`config.mk`:
```
export PLATFORM = sky130hd
export DESIGN_NAME = dm_arbiter
export DESIGN_NICKNAME = d
export VERILOG_FILES = /design/src/rtl/dm_arbiter.sv
export SDC_FILE = /design/constraint.sdc
export NUM_CORES = 1
export LEC_CHECK = 0
export CAP_MARGIN = 10
export CORE_MARGIN = 3
export CORE_UTILIZATION = 44
export CTS_BUF_LIST = sky130_fd_sc_hd__clkbuf_16
export DETAILED_ROUTE_END_ITERATION = 10
export MAX_ROUTING_LAYER = met4
export PLACE_DENSITY = 0.88
export SETUP_SLACK_MARGIN = 0.2
export SYNTH_ARGS = -nofsm -noshare
export SYNTH_HDL_FRONTEND = slang
export SYNTH_SLANG_ARGS = --single-unit
```
`constraint.sdc`:
```
create_clock -name clk -period 3.5 [get_ports clk]
set_clock_uncertainty 0.1 [all_clocks]
set_input_delay 0.525 -clock clk [delete_from_list [all_inputs] [get_ports clk]]
set_output_delay 0.525 -clock clk [all_outputs]
set_load 0.005 [all_outputs]
```
`src/rtl/dm_arbiter.sv`:
```
// Two-port round-robin arbiter in front of a single-port data memory.
// Each access takes IDLE -> SERVE -> DONE; acks and mem_write are registered.
module dm_arbiter #(
  parameter int ADDR_W = 8,
  parameter int DATA_W = 8
) (
  input  logic              clk,
  input  logic              reset,
  input  logic              p0_req,
  input  logic              p0_we,
  input  logic [ADDR_W-1:0] p0_addr,
  input  logic [DATA_W-1:0] p0_wdata,
  input  logic              p1_req,
  input  logic              p1_we,
  input  logic [ADDR_W-1:0] p1_addr,
  input  logic [DATA_W-1:0] p1_wdata,
  output logic              p0_ack,
  output logic              p1_ack,
  output logic [DATA_W-1:0] p0_rdata,
  output logic [DATA_W-1:0] p1_rdata,
  output logic              mem_write,
  output logic [ADDR_W-1:0] rmo,
  output logic [DATA_W-1:0] rf_reg_out,
  output logic [ADDR_W-1:0] rmi,
  input  logic [DATA_W-1:0] dm_out,
  output logic              busy
);

  typedef enum logic [1:0] {
    IDLE,
    SERVE,
    DONE
  } state_t;

  state_t              state;
  logic                last;
  logic                gnt;
  logic                we_q;
  logic [ADDR_W-1:0]   addr_q;
  logic [DATA_W-1:0]   wdata_q;
  logic                pick;

  // On a tie the port not served last wins; otherwise the lone requester.
  always_comb begin
    pick = p1_req;
    if (p0_req && p1_req) pick = ~last;
  end

  assign rmi        = addr_q;
  assign rmo        = addr_q;
  assign rf_reg_out = wdata_q;

  always_ff @(posedge clk or posedge reset) begin
    if (reset) begin
      state     <= IDLE;
      last      <= 1'b1;
      gnt       <= 1'b0;
      we_q      <= 1'b0;
      addr_q    <= '0;
      wdata_q   <= '0;
      p0_rdata  <= '0;
      p1_rdata  <= '0;
      p0_ack    <= 1'b0;
      p1_ack    <= 1'b0;
      mem_write <= 1'b0;
      busy      <= 1'b0;
    end else begin
      unique case (state)
        IDLE: begin
          if (p0_req || p1_req) begin
            state     <= SERVE;
            gnt       <= pick;
            last      <= pick;
            we_q      <= pick ? p1_we : p0_we;
            addr_q    <= pick ? p1_addr : p0_addr;
            wdata_q   <= pick ? p1_wdata : p0_wdata;
            mem_write <= pick ? p1_we : p0_we;
            busy      <= 1'b1;
          end
        end
        SERVE: begin
          state     <= DONE;
          mem_write <= 1'b0;
          p0_ack    <= ~gnt;
          p1_ack    <= gnt;
          if (!we_q) begin
            if (gnt) p1_rdata <= dm_out;
            else     p0_rdata <= dm_out;
          end
        end
        DONE: begin
          state  <= IDLE;
          p0_ack <= 1'b0;
          p1_ack <= 1'b0;
          busy   <= 1'b0;
        end
        default: begin
          state     <= IDLE;
          mem_write <= 1'b0;
          p0_ack    <= 1'b0;
          p1_ack    <= 1'b0;
          busy      <= 1'b0;
        end
      endcase
    end
  end

endmodule

```
==> impl_metrics.ini, run 1 <==
[logic_synthesis]
synth_area_um2 = 1886
synth.distinct_cells = 19
syn_nets = 173
ys_ff_latch = 41
synth_warnings = 0
ys_seq_area_frac = 0.5448
netlist_instances = 127
synth.avg_cell_area_um2 = 14.85

[sta]
final_hold_viol_count = 0
tns_ns = 0
slew_violations = 0
tightest_slew_ns = 0.7317
min_period_ns = 2.342
slew_headroom = 0.5092
fmax_ghz = 0.4271
layout_worst_path_cycle_share = 0.6690
finalSetupViolCount = 0
rsz0062_at_grt = false
holdWs_ns = 0.4040

[critical_path]
ff2ff_path_depth = 4
critPathRequiredTime_ns = 3.56
critPathLaunchType = input port
path_common_cell = mux2_4
cp.depth = 5
cp_slowest_cell = a21bo_1
arrival_ns = 2.40
cp_max_fo = 14
path_cells = clkdlybuf4s50_1 > a21bo_1 > buf_4 > mux2_4 > mux2_4
crit_family = buffers and inverters
setup.worst_path.end_class = flip-flop
crit_buf_inv = 2
critPathKind = input port to flip-flop
slowest_delay_ns = 0.59

[placement]
dp_hpwl_mm = 3.018
place_area_um2 = 2745
gp_congestion = 0.7318
portBuffers = 89
place_inst = 255

[cts]
cts_resized = 0
cts.sinks = 41
cts_buffers = 5
cts_tree = done
clock_path_buffers = 2
h-tree-depth = 2
root_buffer = clkbuf_16
ctsHoldBuffers = 0
clk_latency_ns = 0.28
path_clk_slew_ns = 0.06
post-cts-setup-buffer-count = 0

[drt]
wirelength_mm = 3.994
first_pass_iters = 6
viasPerCell = 4.905
drt.antenna.violating_nets = 0
first_iter_violations = 42
num_vias = 1290
drc = 0
wl_per_cell_um = 15.19

[power]
p_sw_frac = 0.2718
p_int_w = 0.001771
seq_power_share = 0.360
p_switching_w = 0.0006609
power.leakage_nw = 1.255
p_clk_frac = 0.177
power_frac_comb = 0.463
irDropWorstVdd_mv = 0.4782
p_per_area_nw_per_um2 = 842.0

[floorplanning]
ios = 90
die_area_um2 = 5107
core_area_um2 = 4058
die_height_um = 71.46
initial_utilization = 0.4647
std_cell_rows = 23
die_w_um = 71.46

[global_route]
grt_pass1_vias = 1405
grt_pass1_wl_mm = 6.741
antenna_found_initial = 0
grt_max_degree = 22
grt.overflow.total = 0
track_usage = 0.1778

[outcome]
status = finished, final reports clean

[cells_and_area]
stdcell_count = 263
areaGrowthSynthToFinish_pct = 53.15
drive_above_1_share = 0.2770
n_antenna_cell = 0
fin_area_um2 = 2888
final_nets = 258

[hold_path]
min_path_type = flip-flop to flip-flop
holdPathStages = 1

[job]
maxCapViolations = 0
-- path summary, 6_finish.rpt --
kind	startpoint	to	slack [ns]
max in group asynchronous	reset	last	2.08
min reg2reg	p1_rdata[3]	p1_rdata[3]	0.40
min	p1_rdata[3]	p1_rdata[3]	0.40
min in group asynchronous	reset	rmi[1]	0.49
max reg2reg	last	rmi[7]	1.42
max	p1_req	rmi[7]	1.16
-- cell usage after synthesis --
master,count,area (µm²)
a21oi_1,1,5.000
mux2_4,16,240.2
nor2b_1,2,12.51
buf_6,1,11.26
mux2i_1,4,40.04
buf_12,1,20.02
nor2_1,4,15.01
a21bo_1,1,10.01
and3_1,2,12.51
inv_1,4,15.01
mux2_2,32,360.4
a31oi_1,1,6.260
o21ai_0,4,20.02
dfrtp_1,40,1001
o32ai_1,1,8.760
inv_2,1,3.750
buf_4,9,67.56
buf_2,2,10.01
dfstp_2,1,26.28
-- registers in the layout (all words and copies together) (netlist names) --
register	cells
gnt	1
busy	1
rmi	8
we_q	1
p0_ack	1
rf_reg_out	8
p1_ack	1
state	2
p1_rdata	8
last	1
mem_write	1
p0_rdata	8
-- per-stage QoR --
stage / setup WS [ns] / power, W / util
6_report: 1.158 / 0.002432 / 0.7117
5_1_grt: 1.075 / 0.002595 / 0.7117
4_1_cts: 1.154 / 0.002467 / 0.7117
3_5_place_dp: 0.8491 / 0.002019 / 0.6765
3_3_place_gp: 0.8975 / 0.001993 / 0.6765
2_1_floorplan: 1.761 / 0.001441 / -
-- cells in the final DEF, fill, tap and decap left out, types with 3 or more instances in the layout --
cell type,n
inv_1,3
clkbuf_16,5
dfrtp_1,40
mux2i_1,4
mux2_2,32
nor2_1,4
o21ai_0,4
mux2_4,16
clkdlybuf4s50_1,89
-- power groups by stage --
stage	Clock [W]	Combinational [W]	Sequential, W
6_report	0.000430	0.00113	0.000875
5_1_grt	0.000465	0.00122	0.000914
4_1_cts	0.000446	0.00114	0.000877
3_5_place_dp	0	0.00114	0.000881
3_3_place_gp	0	0.00112	0.000874
2_1_floorplan	0	0.000561	0.000880
-- layer usage --
metal / global-route usage / part of all wire / vias to the layer above
met5: - / 0 / -
met4: 0.06263 / 0.0085 / 0
met3: 0.05891 / 0.063 / 2
met2: 0.2643 / 0.48 / 48
met1: 0.2281 / 0.45 / 635
li1: - / - / 605
-- logic make-up (layout without fill, tap and decap cells) --
| family | after synthesis | count (layout) | share of synthesized area |
|---|---|---|---|
| and+or+nand+nor | 8 | 8 | 0.02123 |
| AOI/OAI and AO/OA | 8 | 8 | 0.02654 |
| DFF | 41 | 41 | 0.5448 |
| muxes | 52 | 52 | 0.3398 |
| buffers and inverters | 18 | 104 | 0.06768 |
-- area by class of cell --
cell class              count  area (µm²)
inverters                   5       18.77
clock inverters             3       17.52
flip-flops and latches     41        1027
repair buffers             91       905.9
fillers                   307        1170
multi-input cells          68       730.7
well taps                  50       62.56
clock buffers               5       125.1
Power figures use the tool's default switching activity.
==> run 2: changes to the inputs <==
CORE_UTILIZATION = 37   (was 44)
PLACE_DENSITY = 0.79   (was 0.88)
clock period = 2.1 ns   (was 3.5 ns; I/O delays follow)
==> run 2 against run 1 <==
Net effect:
- clock-buffer cell count is the same
- sequential power grew 67%
- critical path depth shrank 1
- global-route usage shrank 2.6 points
- final cell count grew 6.5%
- sequential cell count is the same
- hold slack lost 0.043 ns
- highest routed layer unchanged
==> impl_metrics.ini, run 2 (synthesized netlist as in run 1, its figures left out) <==
[cts]
cts_buffers = 5
clk_latency_ns = 0.28
path_clk_slew_ns = 0.06
cts.sinks = 41
root_buffer = clkbuf_16
h-tree-depth = 2
cts_tree = done
clock_path_buffers = 2

[critical_path]
critical_path.startpoint = state[1]
setup.worst_path.end_class = flip-flop
arrival_ns = 1.82
critPathRequiredTime_ns = 2.16
critPathKind = flip-flop to flip-flop
cp_max_fo = 19
critPathLaunchType = flip-flop
r2r_start = state[1]

[sta]
layout_worst_path_cycle_share = 0.8395
tightest_slew_ns = 0.5293
final_hold_viol_count = 0
slew_headroom = 0.6471
slew_violations = 0
layout_setup_ws_ns = 0.3371
finalSetupViolCount = 0
fmax_ghz = 0.5672
min_period_ns = 1.763
tns_ns = 0
rsz0062_at_grt = false

[global_route]
grt_pass1_wl_mm = 6.927
grt.overflow.total = 0
antenna_found_initial = 0
use_met1 = 0.1929
track_usage = 0.1520
gr-max-usage-layer = met2
met3_usage = 0.04524
grt_max_degree = 42
grt_use_met2 = 0.2288
grt_pass1_vias = 1350

[power]
p_switching_w = 0.001116
power_w = 0.004106
p_clk_frac = 0.173
seq_power_share = 0.354
p_per_area_nw_per_um2 = 1399
power.leakage_nw = 1.267
p_sw_frac = 0.2718
power_frac_comb = 0.472
p_int_w = 0.002991
irDropWorstVdd_mv = 0.6792

[floorplanning]
die_w_um = 77.39
core_area_um2 = 4817
initial_utilization = 0.3914
die_height_um = 77.39
die_area_um2 = 5988
ios = 90
std_cell_rows = 25

[drt]
wirelength_mm = 4.198
drc = 0
drt.antenna.violating_nets = 0
first_iter_violations = 49
viasPerCell = 4.618
num_vias = 1293
first_pass_iters = 4
wl_per_cell_um = 14.99

[cells_and_area]
layout_commonest_cell = clkdlybuf4s50_1
final_nets = 258
fin_area_um2 = 2935
final_cell_mix = clkdlybuf4s50_1 (89), dfrtp_1 (40), mux2_2 (32), mux2_4 (16), clkbuf_16 (5)
areaGrowthSynthToFinish_pct = 55.67
multi_input_area_um2 = 733.2
n_antenna_cell = 0
drive_above_1_share = 0.2770
regArea_um2 = 1027
num-fill-cells = 394

[placement]
portBuffers = 89
pre_cts_ws_ns = 0.02781
dp_hpwl_mm = 3.074
place_area_um2 = 2779
gp_congestion = 0.7300

[outcome]
status = finished, final reports clean

[job]
maxCapViolations = 0

[hold_path]
min_path_type = input port to async pin
run 2: cell count changes in the layout (fill, tap and decap cells not counted), sizes merged:
cell	change
clkinv	-2
bufinv	+1
clkinvlp	+1
run 2: layer usage:
| metal | up-vias | part of all wire |
|---|---|---|
| li1 | 605 | - |
| met1 | 622 | 0.45 |
| met2 | 58 | 0.46 |
| met3 | 8 | 0.069 |
| met4 | 0 | 0.021 |
| met5 | - | 0 |
run 2: through the flow:
step,utilization,hold WS [ns],std cells
after floorplan,-,0.2850,127
after global routing,0.6094,0.4174,280
after global placement,0.5769,0.3891,272
after detailed placement,0.5769,0.3941,272
final,0.6094,0.3606,280
after CTS,0.6065,0.3815,280
run 2: layout make-up:
cell class                 instances  share of cell area
clock buffer                       5             0.04263
clock inverter                     3            0.005115
inverter                           5             0.01108
multi-input combinational         68              0.2498
sequential                        41              0.3500
tap                               67             0.02856
timing repair buffer              91              0.3129
run 2: power by group through the flow:
stage	combinational, W	sequential [W]	clock (W)
final	0.00194	0.00146	0.000712
after global routing	0.00208	0.00152	0.000773
after CTS	0.00195	0.00146	0.000732
after detailed placement	0.00194	0.00147	0
after global placement	0.00189	0.00146	0
after floorplan	0.000935	0.00147	0
run 2: path summary, 6_finish.rpt:
path                                 end  slack, ns  cells after the start
max reg2reg                       rmi[3]       0.34                      4
min in group clk             p1_rdata[2]       0.41                      1
max in group asynchronous  rf_reg_out[6]       1.16                      3
min reg2reg                  p1_rdata[2]       0.41                      1
min                          p0_rdata[0]       0.36                      3
max                               rmi[3]       0.34                      4
run 2: critical path, stage by stage (launching register included):
cell	delay, ns
dfrtp_1	0.46
nor2_2	0.21
o21ai_0	0.18
bufinv_8	0.33
mux2_2	0.36
run 2: timing repair:
item,4_1_cts,5_1_grt
buffers inserted,0,0
hold buffers,0,0
gates resized for setup,1,2
cloned,0,0
endpoints found under the setup margin,12,16
